===== src/rtl/jtag_dmi_master_pkg.sv =====
// Shared DMI/JTAG definitions: op encodings, FSM states and the TAP walk
// (TMS per rising TCK edge) for each scan phase.
package jtag_dmi_master_pkg;

  typedef enum logic [1:0] {
    DMI_NOP   = 2'd0,
    DMI_READ  = 2'd1,
    DMI_WRITE = 2'd2
  } dmi_op_e;

  typedef enum logic [2:0] {
    TLR_RESET,
    TO_IDLE,
    IR_SCAN,
    IDLE,
    DR_SCAN,
    RESP
  } state_e;

  // IR walk: Sel-DR, Sel-IR, Capture, enter Shift, shifts (last exits), Update, RTI.
  // DR walk: Sel-DR, Capture, enter Shift, shifts (last exits), Update, RTI.
  function automatic logic tms_pattern(input state_e st, input int idx,
                                       input int ir_bits, input int sr_bits);
    logic t;
    t = 1'b0;
    case (st)
      TLR_RESET: t = 1'b1;
      IR_SCAN:   t = (idx < 2) || (idx == 4 + ir_bits - 1) || (idx == 4 + ir_bits);
      DR_SCAN:   t = (idx == 0) || (idx == 3 + sr_bits - 1) || (idx == 3 + sr_bits);
      default:   t = 1'b0;
    endcase
    return t;
  endfunction

endpackage


===== src/rtl/jtag_dmi_master_tck_gen.sv =====
// TCK divider: toggles every CLK_DIV clk while enabled, with one-clk strobes
// asserted in the cycle whose closing clk edge makes TCK rise or fall.
module jtag_dmi_master_tck_gen #(
  parameter int CLK_DIV = 2
) (
  input  logic clk,
  input  logic rst,
  input  logic en,
  output logic tck,
  output logic tck_rise,
  output logic tck_fall
);

  logic [7:0] cnt;
  logic       last;

  assign last     = (cnt == 8'(CLK_DIV - 1));
  assign tck_rise = en && last && !tck;
  assign tck_fall = en && last && tck;

  always_ff @(posedge clk or posedge rst) begin
    if (rst) begin
      cnt <= '0;
      tck <= 1'b0;
    end else if (!en) begin
      cnt <= '0;
      tck <= 1'b0;
    end else if (last) begin
      cnt <= '0;
      tck <= ~tck;
    end else begin
      cnt <= cnt + 1'b1;
    end
  end

endmodule


===== src/rtl/jtag_dmi_master.sv =====
// Host-side JTAG initiator: resets the TAP, loads the DMI IR once, then turns each
// accepted DMI request into a 45-edge DR scan; one request in flight, req_ready low while scanning.
module jtag_dmi_master
  import jtag_dmi_master_pkg::*;
#(
  parameter int                 DMI_ADDR_BITS = 6,
  parameter int                 DMI_DATA_BITS = 32,
  parameter int                 DMI_OP_BITS   = 2,
  parameter int                 IR_BITS       = 5,
  parameter logic [IR_BITS-1:0] DMI_IR        = 5'h11,
  parameter int                 CLK_DIV       = 2,
  parameter int                 RESET_TCKS    = 6
) (
  input  logic                     clk,
  input  logic                     rst,
  input  logic                     req_valid,
  output logic                     req_ready,
  input  logic [DMI_ADDR_BITS-1:0] req_addr,
  input  logic [DMI_DATA_BITS-1:0] req_data,
  input  logic [DMI_OP_BITS-1:0]   req_op,
  output logic                     resp_valid,
  output logic [DMI_DATA_BITS-1:0] resp_data,
  output logic [DMI_OP_BITS-1:0]   resp_op,
  output logic                     busy,
  output logic                     jtag_TCK,
  output logic                     jtag_TMS,
  output logic                     jtag_TDI,
  input  logic                     jtag_TDO
);

  localparam int SR_BITS = DMI_ADDR_BITS + DMI_DATA_BITS + DMI_OP_BITS;
  localparam int IR_LEN  = 4 + IR_BITS + 2;
  localparam int DR_LEN  = 3 + SR_BITS + 2;
  localparam int MAX_LEN = (DR_LEN > RESET_TCKS) ? DR_LEN : RESET_TCKS;
  localparam int CNT_W   = $clog2(MAX_LEN + 1);

  state_e                   state_q, state_d;
  logic [CNT_W-1:0]         cnt_q, cnt_d;
  logic [SR_BITS-1:0]       sr_q, sr_d;
  logic                     tms_q, tms_d;
  logic                     tdi_q, tdi_d;
  logic [DMI_DATA_BITS-1:0] rdata_q, rdata_d;
  logic [DMI_OP_BITS-1:0]   rop_q, rop_d;
  logic                     tck_rise, tck_fall;
  logic [IR_BITS-1:0]       ir_rem;
  int                       idx;

  function automatic int seq_len(input state_e s);
    case (s)
      TLR_RESET: return RESET_TCKS;
      TO_IDLE:   return 1;
      IR_SCAN:   return IR_LEN;
      default:   return DR_LEN;
    endcase
  endfunction

  jtag_dmi_master_tck_gen #(.CLK_DIV(CLK_DIV)) u_tck_gen (
    .clk      (clk),
    .rst      (rst),
    .en       (busy),
    .tck      (jtag_TCK),
    .tck_rise (tck_rise),
    .tck_fall (tck_fall)
  );

  assign req_ready  = (state_q == IDLE) || (state_q == RESP);
  assign busy       = !req_ready;
  assign resp_valid = (state_q == RESP);
  assign resp_data  = rdata_q;
  assign resp_op    = rop_q;
  assign jtag_TMS   = tms_q;
  assign jtag_TDI   = tdi_q;

  always_ff @(posedge clk or posedge rst) begin
    if (rst) begin
      state_q <= TLR_RESET;
      cnt_q   <= '0;
      sr_q    <= '0;
      tms_q   <= 1'b1;
      tdi_q   <= 1'b0;
      rdata_q <= '0;
      rop_q   <= '0;
    end else begin
      state_q <= state_d;
      cnt_q   <= cnt_d;
      sr_q    <= sr_d;
      tms_q   <= tms_d;
      tdi_q   <= tdi_d;
      rdata_q <= rdata_d;
      rop_q   <= rop_d;
    end
  end

  // cnt_q counts rising edges completed in the current phase; pins for the
  // next rising edge are set up on the preceding falling edge.
  always_comb begin
    state_d = state_q;
    cnt_d   = cnt_q;
    sr_d    = sr_q;
    tms_d   = tms_q;
    tdi_d   = tdi_q;
    rdata_d = rdata_q;
    rop_d   = rop_q;
    idx     = int'(cnt_q);
    ir_rem  = DMI_IR >> (idx - 4);
    case (state_q)
      IDLE, RESP: begin
        state_d = IDLE;
        if (req_valid && req_ready) begin
          state_d = DR_SCAN;
          cnt_d   = '0;
          sr_d    = {req_addr, req_data, req_op};
          tms_d   = tms_pattern(DR_SCAN, 0, IR_BITS, SR_BITS);
          tdi_d   = 1'b0;
        end
      end
      default: begin
        if (tck_rise) begin
          cnt_d = cnt_q + 1'b1;
          if (state_q == DR_SCAN && idx >= 3 && idx < 3 + SR_BITS)
            sr_d = {jtag_TDO, sr_q[SR_BITS-1:1]};
        end else if (tck_fall) begin
          if (idx == seq_len(state_q)) begin
            cnt_d = '0;
            tdi_d = 1'b0;
            case (state_q)
              TLR_RESET: state_d = TO_IDLE;
              TO_IDLE:   state_d = IR_SCAN;
              IR_SCAN:   state_d = IDLE;
              default: begin
                state_d = RESP;
                rdata_d = sr_q[DMI_OP_BITS +: DMI_DATA_BITS];
                rop_d   = sr_q[DMI_OP_BITS-1:0];
              end
            endcase
            tms_d = tms_pattern(state_d, 0, IR_BITS, SR_BITS);
          end else begin
            tms_d = tms_pattern(state_q, idx, IR_BITS, SR_BITS);
            tdi_d = 1'b0;
            if (state_q == IR_SCAN && idx >= 4 && idx < 4 + IR_BITS)
              tdi_d = ir_rem[0];
            if (state_q == DR_SCAN && idx >= 3 && idx < 3 + SR_BITS)
              tdi_d = sr_q[0];
          end
        end
      end
    endcase
  end

endmodule


===== config.mk =====
export PLATFORM = sky130hd
export DESIGN_NAME = jtag_dmi_master
export DESIGN_NICKNAME = d
export VERILOG_FILES = /design/src/rtl/jtag_dmi_master_pkg.sv /design/src/rtl/jtag_dmi_master_tck_gen.sv /design/src/rtl/jtag_dmi_master.sv
export SDC_FILE = /design/constraint.sdc
export NUM_CORES = 1
export LEC_CHECK = 0
export BUFFER_PORTS_ARGS = -buffer_cell sky130_fd_sc_hd__buf_2
export CAP_MARGIN = 20
export CORE_UTILIZATION = 56
export DETAILED_ROUTE_END_ITERATION = 12
export PLACE_DENSITY = 0.8
export RECOVER_POWER = 50
export SYNTH_ARGS = -nofsm -noshare
export SYNTH_HDL_FRONTEND = slang
export SYNTH_HIERARCHICAL = 1
export SYNTH_SLANG_ARGS = --single-unit

===== constraint.sdc =====
create_clock -name clk -period 4.05 [get_ports clk]
set_input_delay 0.405 -clock clk [delete_from_list [all_inputs] [get_ports clk]]
set_output_delay 0.405 -clock clk [all_outputs]
set_load 0.02 [all_outputs]

# After elaboration in Yosys (flattened, before gate mapping)
# Index checks and enable logic that the tools add are counted.
dict set report op_classes {
  add_sub_neg 3
  order_cmp 5
  n_eq_ne 15
  shift 1
  n_mux 41
  bitwise 4
  n_reduce_logical 33
}
# op n
set op_table {}
lappend op_table {{$mux W40} 4}
lappend op_table {{$mux W32} 3}
lappend op_table {{$eq A7 B32 Y1} 1}
lappend op_table {{$shr A5 B32 Y1 const A} 1}
lappend op_table {{$mux W6} 5}
lappend op_table {{$mux W3} 9}
lappend op_table {{$pmux W6 S3} 1}
lappend op_table {{$mux W8} 2}
lappend op_table {{$mux W1} 15}
lappend op_table {{$eq A6 B5 Y1 const B} 2}
lappend op_table {{$eq A6 B6 Y1 const B} 2}
lappend op_table {{$reduce_and A3 Y1} 4}
lappend op_table {{$reduce_bool A2 Y1} 5}
lappend op_table {{$eq A3 B2 Y1 const B} 3}
lappend op_table {{$eq A3 B3 Y1 const B} 3}
lappend op_table {{$pmux W3 S3} 1}
lappend op_table {{$add A8 B1 Y8 const B} 1}
lappend op_table {{$eq A8 B1 Y1 const B} 1}
lappend op_table {{$logic_and A1 B1 Y1} 8}
lappend op_table {{$sub A6 B3 Y7 const B} 1}
lappend op_table {{$add A6 B1 Y6 const B} 1}
lappend op_table {{$ge A6 B2 Y1 const B} 1}
lappend op_table {{$ge A6 B3 Y1 const B} 1}
lappend op_table {{$logic_not A3 Y1} 2}
lappend op_table {{15 further kinds} 25}
dict set report word_totals {
  reg_bits 94
  wordCells 111
}

# Longest topological paths before layout
dict set report logic_depth {
  word_depth 20
  depth_mapped 14
  mapped_depth_nobuf 11
}

# Cells and area by module
# The synthesis kept the hierarchy.
# module n_inst cells_each area_per_inst_um2 seq_area_each_um2
set modules_own_cells {}
lappend modules_own_cells {jtag_dmi_master 1 423 4154.0 2128.3}
lappend modules_own_cells {jtag_dmi_master_tck_gen 1 47 446.7 225.2}

# Least setup slack after synthesis
# Ideal clock, no wire load.
dict set report synth_timing {
  path_kind {register to register}
  start {register state_q[2]}
  end {register sr_q[0]}
  arrival_time_ns 3.403
  slack_ns 0.506
  stages_incl_launch_ff 13
  n_path_buf 4
  synth_period_minus_slack_ns 3.544
  cell_sequence {dfrtp_1 -> buf_6 -> xor2_1 -> and2_1 -> buf_2 -> inv_2 -> clkbuf_1 -> inv_1 -> nor4_1 -> inv_1 -> o31ai_4 -> clkbuf_1 -> a31oi_1}
}
dict set report synth_via {
  elab_chain_len 7
}
# element line
set synth_rtl {}
lappend synth_rtl {{start, declared} jtag_dmi_master.sv:37} ;# state_e state_q, state_d;
lappend synth_rtl {{start signal, assigned} jtag_dmi_master.sv:84} ;# state_q <= state_d;
lappend synth_rtl {{$eq A3 B2 Y1 or $eq A3 B3 Y1 (tied branches)} jtag_dmi_master.sv:66} ;# assign req_ready = (state_q == IDLE) || (state_q == RESP);
lappend synth_rtl {{$logic_or A1 B1 Y1 *} jtag_dmi_master.sv:66}
lappend synth_rtl {{$logic_not A1 Y1 *} jtag_dmi_master.sv:67} ;# assign busy = !req_ready;
lappend synth_rtl {{net busy} jtag_dmi_master.sv:24} ;# output logic busy,
lappend synth_rtl {{$logic_and A1 B1 Y1 * (2 in series)} jtag_dmi_master_tck_gen.sv:18} ;# assign tck_rise = en && last && !tck;
lappend synth_rtl {{net tck_rise} jtag_dmi_master.sv:44} ;# logic tck_rise, tck_fall;
lappend synth_rtl {{$reduce_bool A2 Y1 (no line) *} -}
lappend synth_rtl {{$reduce_and A3 Y1 (no line) *} -}
lappend synth_rtl {{end signal, assigned} jtag_dmi_master.sv:86} ;# sr_q <= sr_d;
lappend synth_rtl {{end, declared} jtag_dmi_master.sv:39} ;# logic [SR_BITS-1:0] sr_q, sr_d;
# Mark *: on every way through the listed nets, which the timed path passes. The rest lies on a longest branch.
# A chain may end at the register's enable or synchronous reset.

# Worst setup path in the final report
dict set report layout_timing {
  start {register state_q[1]}
  end {register sr_q[14]}
}
dict set report layout_via {
  elab_chain_len 7
}
# element line
set layout_rtl {}
lappend layout_rtl {{$eq A3 B2 Y1 or $eq A3 B3 Y1 (tied branches)} jtag_dmi_master.sv:66}
lappend layout_rtl {{$logic_or A1 B1 Y1 *} jtag_dmi_master.sv:66}
lappend layout_rtl {{$logic_not A1 Y1 *} jtag_dmi_master.sv:67}
lappend layout_rtl {{$logic_and A1 B1 Y1 * (2 in series)} jtag_dmi_master_tck_gen.sv:18}
lappend layout_rtl {{net tck_rise} jtag_dmi_master.sv:44}
lappend layout_rtl {{$reduce_bool A2 Y1 (no line) *} -}
lappend layout_rtl {{$reduce_and A3 Y1 (no line) *} -}
# Marks and branches as above.

==> results.md <==
Status:
- The run finished, with violations left.
- The checks that failed: negative hold slack, max-capacitance violations, max-slew violations.

Layout:
- Measured on the finished design, the core utilization comes to 0.664.
- The number of inserted diodes is 0.
- The number of fill cells is about 640.
- In the final layout, the share of cells above drive strength 1 is 0.150.
- The growth of design area from synthesis to finish is 13.3%.
- For this run, the post-layout net count is about 600.

Die:
- The placeable core region is approximately 0.0078 mm2.
- During I/O placement, the number of pins put on the boundary was 84.
- The floorplan step set the die width to 92.6 um.
- The site row count is 32.
- The vertical extent of the die is ~90 um.
- For this configuration, the core starts out at a cell density of 0.586.
- The die covers roughly 0.0086 mm2.

Logic synthesis:
- The distinct cell type count after synthesis is 51.
- In this run, synthesis inferred 0 flip-flops with an integrated enable.
- By count the netlist is led by sky130_fd_sc_hd__dfrtp_1, sky130_fd_sc_hd__nand2_1, sky130_fd_sc_hd__nor2_1.
- The fraction of the mapped netlist area in simple logic gates is 0.192.
- The cell type with the largest total area after synthesis is sky130_fd_sc_hd__dfrtp_1.
- The area fraction in compound gates after synthesis is 0.128.
- Among all cell types in the netlist, the one instantiated most often is sky130_fd_sc_hd__dfrtp_1.
- The Yosys step of the flow raised 6 warnings.
- The mux share of post-synthesis cell area is 0.0854.
- The portion of the post-synthesis area used by sequential elements is 0.512.
- Yosys attributes the largest share of cell area to sky130_fd_sc_hd__dfrtp_1, sky130_fd_sc_hd__mux2_1, sky130_fd_sc_hd__nand2_1.
- Each instance of the synthesized netlist takes up on average between 9 and 10 um2.
- The adder-cell area share of the yosys netlist is 0.0299.
- The main combinational cell family by area after synthesis is simple AND/OR/NAND/NOR gates.
- The synthesis-stage register bit count is 94.
- After technology mapping, the gate count stands at 470.
- The share of synthesized area in the top cell type comes to 0.506.
- The share of synthesized registers carrying an async set or reset is 1.00.
- The xor and xnor area share after synthesis is 0.00761.
- Among all flip-flop cells after synthesis, the most frequent one is sky130_fd_sc_hd__dfrtp_1.
- The synthesized cell area is ~0.0046 mm2.
- Synthesis produced a netlist with a net count of 525.

Global routing:
- The number of antenna violations at the first check in global routing is 0.
- The wire length of the first global-routing pass is 16.1 mm.
- The total overflow left after global routing is 0.
- The number of global-route vias before repair was about 3,400.
- The largest net degree at the start of global routing is between 80 and 90.
- Across every metal layer, demand over resource in global routing totals 0.238.

Timing:
- The normalized max-slew margin is -0.577.
- The clock arrives with ~0.0056 ns of skew.
- Counting I/O delays and the setup requirement, the final critical path takes between 3 and 4 ns.
- The aggregate negative setup slack is 0 ns.
- Setup violations remaining at the end of the flow were counted as 0.
- The number of failing hold endpoints at the final stage is 1.
- In the post-route analysis, the smallest setup slack over all paths is between 0.9 and 1 ns.
- The worst-margin pin slew is between 2 and 2.5 ns.
- Final hold analysis gives a worst-case slack of -0.00133 ns.
- Setup repair after global routing left no endpoint under its margin.
- Dividing the final minimum period by the clock period gives 0.759.
- The final count of pins violating max slew is around 90.
- Timing would allow up to between 300 and 400 MHz.

Worst setup path:
- The required time of the worst setup path is approximately 4.3 ns.
- The worst flop-to-flop path endpoint is sr_q[14]$_DFFE_PP0P_.
- The type of element launching the critical path is a flop.
- The worst register-to-register path has a depth of 11.
- The kind of end point of the critical path is a flop.
- The critical path in this run is classified as flop to flop.
- The beginning of the worst register-to-register path is state_q[1]$_DFFE_PP0P_.
- The worst reg-to-reg setup slack is 0.98 ns.
- The maximum fanout count along the critical path is 80.
- For the worst setup path, the data arrival time is about 3.3 ns.

Min path:
- The path type of the worst min-delay path is input port to async pin.

Clock tree:
- The TritonCTS clock tree is yes.
- The CTS root buffer is sky130_fd_sc_hd__clkbuf_8.
- The post-CTS repair timing setup buffer count is 0.
- The number of sinks driven by the clock tree is between 90 and 100.
- The largest buffer count on any clock path is 2.
- The number of levels in the clock H-tree is 3.
- The clock latency reported for the late side of the worst-skew pair is roughly 0.35 ns.
- In this run, CTS created clock tree buffers numbering 9.
- The post-CTS resize count is 0.
- For this design, the CTS-stage hold fixing added 0 buffers.
- Clock-pin slew was measured on the worst setup and hold paths at 0.09 ns.

Power and ir drop:
- The clock group share of total power is 0.230.
- The relative contribution of sequential cells to total power is 0.501.
- The analysis attributes to cell leakage a power of 0.00250 uW.
- The fraction of power spent switching nets is 0.359.
- The fraction of power consumed by combinational cells is 0.269.
- The maximum vdd ir drop is ~0.00031 V.
- Dividing total power by cell area gives a power density of between 500 and 600 mW/mm2.
- The internal power of the cells is 1890 uW.
- The post-layout total power is roughly 3000 uW.
- The net load switching power is ~1100 uW.

Drt:
- For this block, the via count after detailed routing is about 3,700.
- The number of optimization iterations in the first detailed-route pass is 5.
- Using the TritonRoute via totals, the vias-per-cell ratio works out to approximately 5.8.
- Dividing the detail-routed wire length by the instance count gives 15.2 um.
- The number of antenna-violating nets in the routed design is 0.
- The detailed router finished its first iteration with roughly 240 violations.
- Summed over all layers, the routed wires come to 9.89 mm.
- The DRC violation count after routing is 0.

Job:
- The count of max-cap constraint violations is 2.

Place:
- Summed over all nets, the half-perimeter wirelength after detailed placement is 6.65 mm.
- The routability-driven placement congestion ratio is between 0.8 and 0.9.
- The minimum setup slack after placement is 1.09 ns.
- The number of port buffers is between 80 and 90.
==> critical path, cell delays in order, from the launching register on <==
cell	delay, ns
sky130_fd_sc_hd__dfrtp_1	0.70
sky130_fd_sc_hd__xor2_1	0.15
sky130_fd_sc_hd__and2_2	0.24
sky130_fd_sc_hd__inv_2	0.05
sky130_fd_sc_hd__inv_1	0.07
sky130_fd_sc_hd__nor4_1	0.29
sky130_fd_sc_hd__buf_4	0.20
sky130_fd_sc_hd__inv_1	0.10
sky130_fd_sc_hd__o31ai_4	0.24
sky130_fd_sc_hd__buf_4	0.59
sky130_fd_sc_hd__nor2_1	0.10
sky130_fd_sc_hd__a31oi_1	0.19
==> cell type report <==
class	count	area [um2]	area share
sequential	94	2350	0.452
multi-input combinational	334	2040	0.392
timing repair buffer	90	423	0.0811
clock buffer	12	145	0.0278
tap	102	128	0.0245
clock inverter	3	68.8	0.0132
inverter	14	53.8	0.0103
==> cell usage in the layout, fill, tap and decap left out, types with 2 or more instances in the layout <==
cell,Yosys,layout
sky130_fd_sc_hd__inv_1,11,10
sky130_fd_sc_hd__clkbuf_8,0,10
sky130_fd_sc_hd__buf_4,0,6
sky130_fd_sc_hd__nand2_1,92,92
sky130_fd_sc_hd__a21oi_1,11,11
sky130_fd_sc_hd__xor2_1,3,3
sky130_fd_sc_hd__nor2_1,58,58
sky130_fd_sc_hd__dfrtp_1,93,93
sky130_fd_sc_hd__clkbuf_1,13,36
sky130_fd_sc_hd__or4_1,3,3
sky130_fd_sc_hd__inv_2,3,3
sky130_fd_sc_hd__bufinv_16,0,2
sky130_fd_sc_hd__nand3_1,13,13
sky130_fd_sc_hd__nor3_1,2,2
sky130_fd_sc_hd__or3_1,6,6
sky130_fd_sc_hd__a21boi_1,4,4
sky130_fd_sc_hd__a31oi_1,42,42
sky130_fd_sc_hd__nand4_1,4,4
sky130_fd_sc_hd__nor4_1,3,3
sky130_fd_sc_hd__nor3b_1,2,2
sky130_fd_sc_hd__nand4b_1,2,2
sky130_fd_sc_hd__o31ai_1,3,3
sky130_fd_sc_hd__o21ai_0,9,10
sky130_fd_sc_hd__o21ai_1,6,5
sky130_fd_sc_hd__mux2_1,34,34
sky130_fd_sc_hd__buf_2,10,50
sky130_fd_sc_hd__ha_1,11,11
==> per-stage QoR <==
stage          hold WS, ns  area [um2]  instances
2_1_floorplan        0.233        4600        470
3_3_place_gp         0.389        5040        634
3_5_place_dp         0.402        5040        634
4_1_cts             0.0114        5260        649
5_1_grt             0.0254        5210        649
6_report          -0.00133        5210        649
==> layer usage <==
layer | vias to the layer above | share of wire | GRT usage
met2 | 144 | 0.48 | 0.385
met3 | 12 | 0.062 | 0.0501
met1 | 1807 | 0.45 | 0.325
met4 | 0 | 0.011 | 0.0705
met5 | - | 0 | 0
li1 | 1779 | - | -
==> how the worst max path moves through the flow <==
stage | startpoint | endpoint | slack (ns) | cells after the start
after floorplan | state_q[2]$_DFFE_PP0P_ | sr_q[0]$_DFFE_PP0P_ | 0.51 | 12
after global placement | state_q[1]$_DFFE_PP0P_ | sr_q[8]$_DFFE_PP0P_ | 1.22 | 10
after detailed placement | state_q[1]$_DFFE_PP0P_ | sr_q[24]$_DFFE_PP0P_ | 1.09 | 11
after CTS | state_q[1]$_DFFE_PP0P_ | sr_q[14]$_DFFE_PP0P_ | 1.04 | 11
after global routing | rst | cnt_q[1]$_DFFE_PP0P_ | 0.38 | 3
final | state_q[1]$_DFFE_PP0P_ | sr_q[14]$_DFFE_PP0P_ | 0.98 | 11
==> kinds of logic (layout without fill, tap and decap cells) <==
family,count (synthesis),after routing
compound gates,87,87
simple gates,197,197
fa+ha+maj,11,11
flops,94,94
buf+inv,42,119
xor+xnor,4,4
mux,35,35
==> power groups by stage <==
stage	clock [uW]	sequential, uW	combinational [uW]
2_1_floorplan	0	1400	658
3_3_place_gp	0	1470	763
3_5_place_dp	0	1490	792
4_1_cts	692	1470	799
5_1_grt	723	1520	908
6_report	680	1480	794
==> sequential cells by signal (all words and copies together) (netlist names) <==
register	flops
resp_op	2
sr_q	40
cnt_q	6
resp_data	32
u_tck_gen/cnt	8
jtag_TMS	1
state_q	3
jtag_TDI	1
u_tck_gen/tck	1
(Power assumes the default switching activity.)
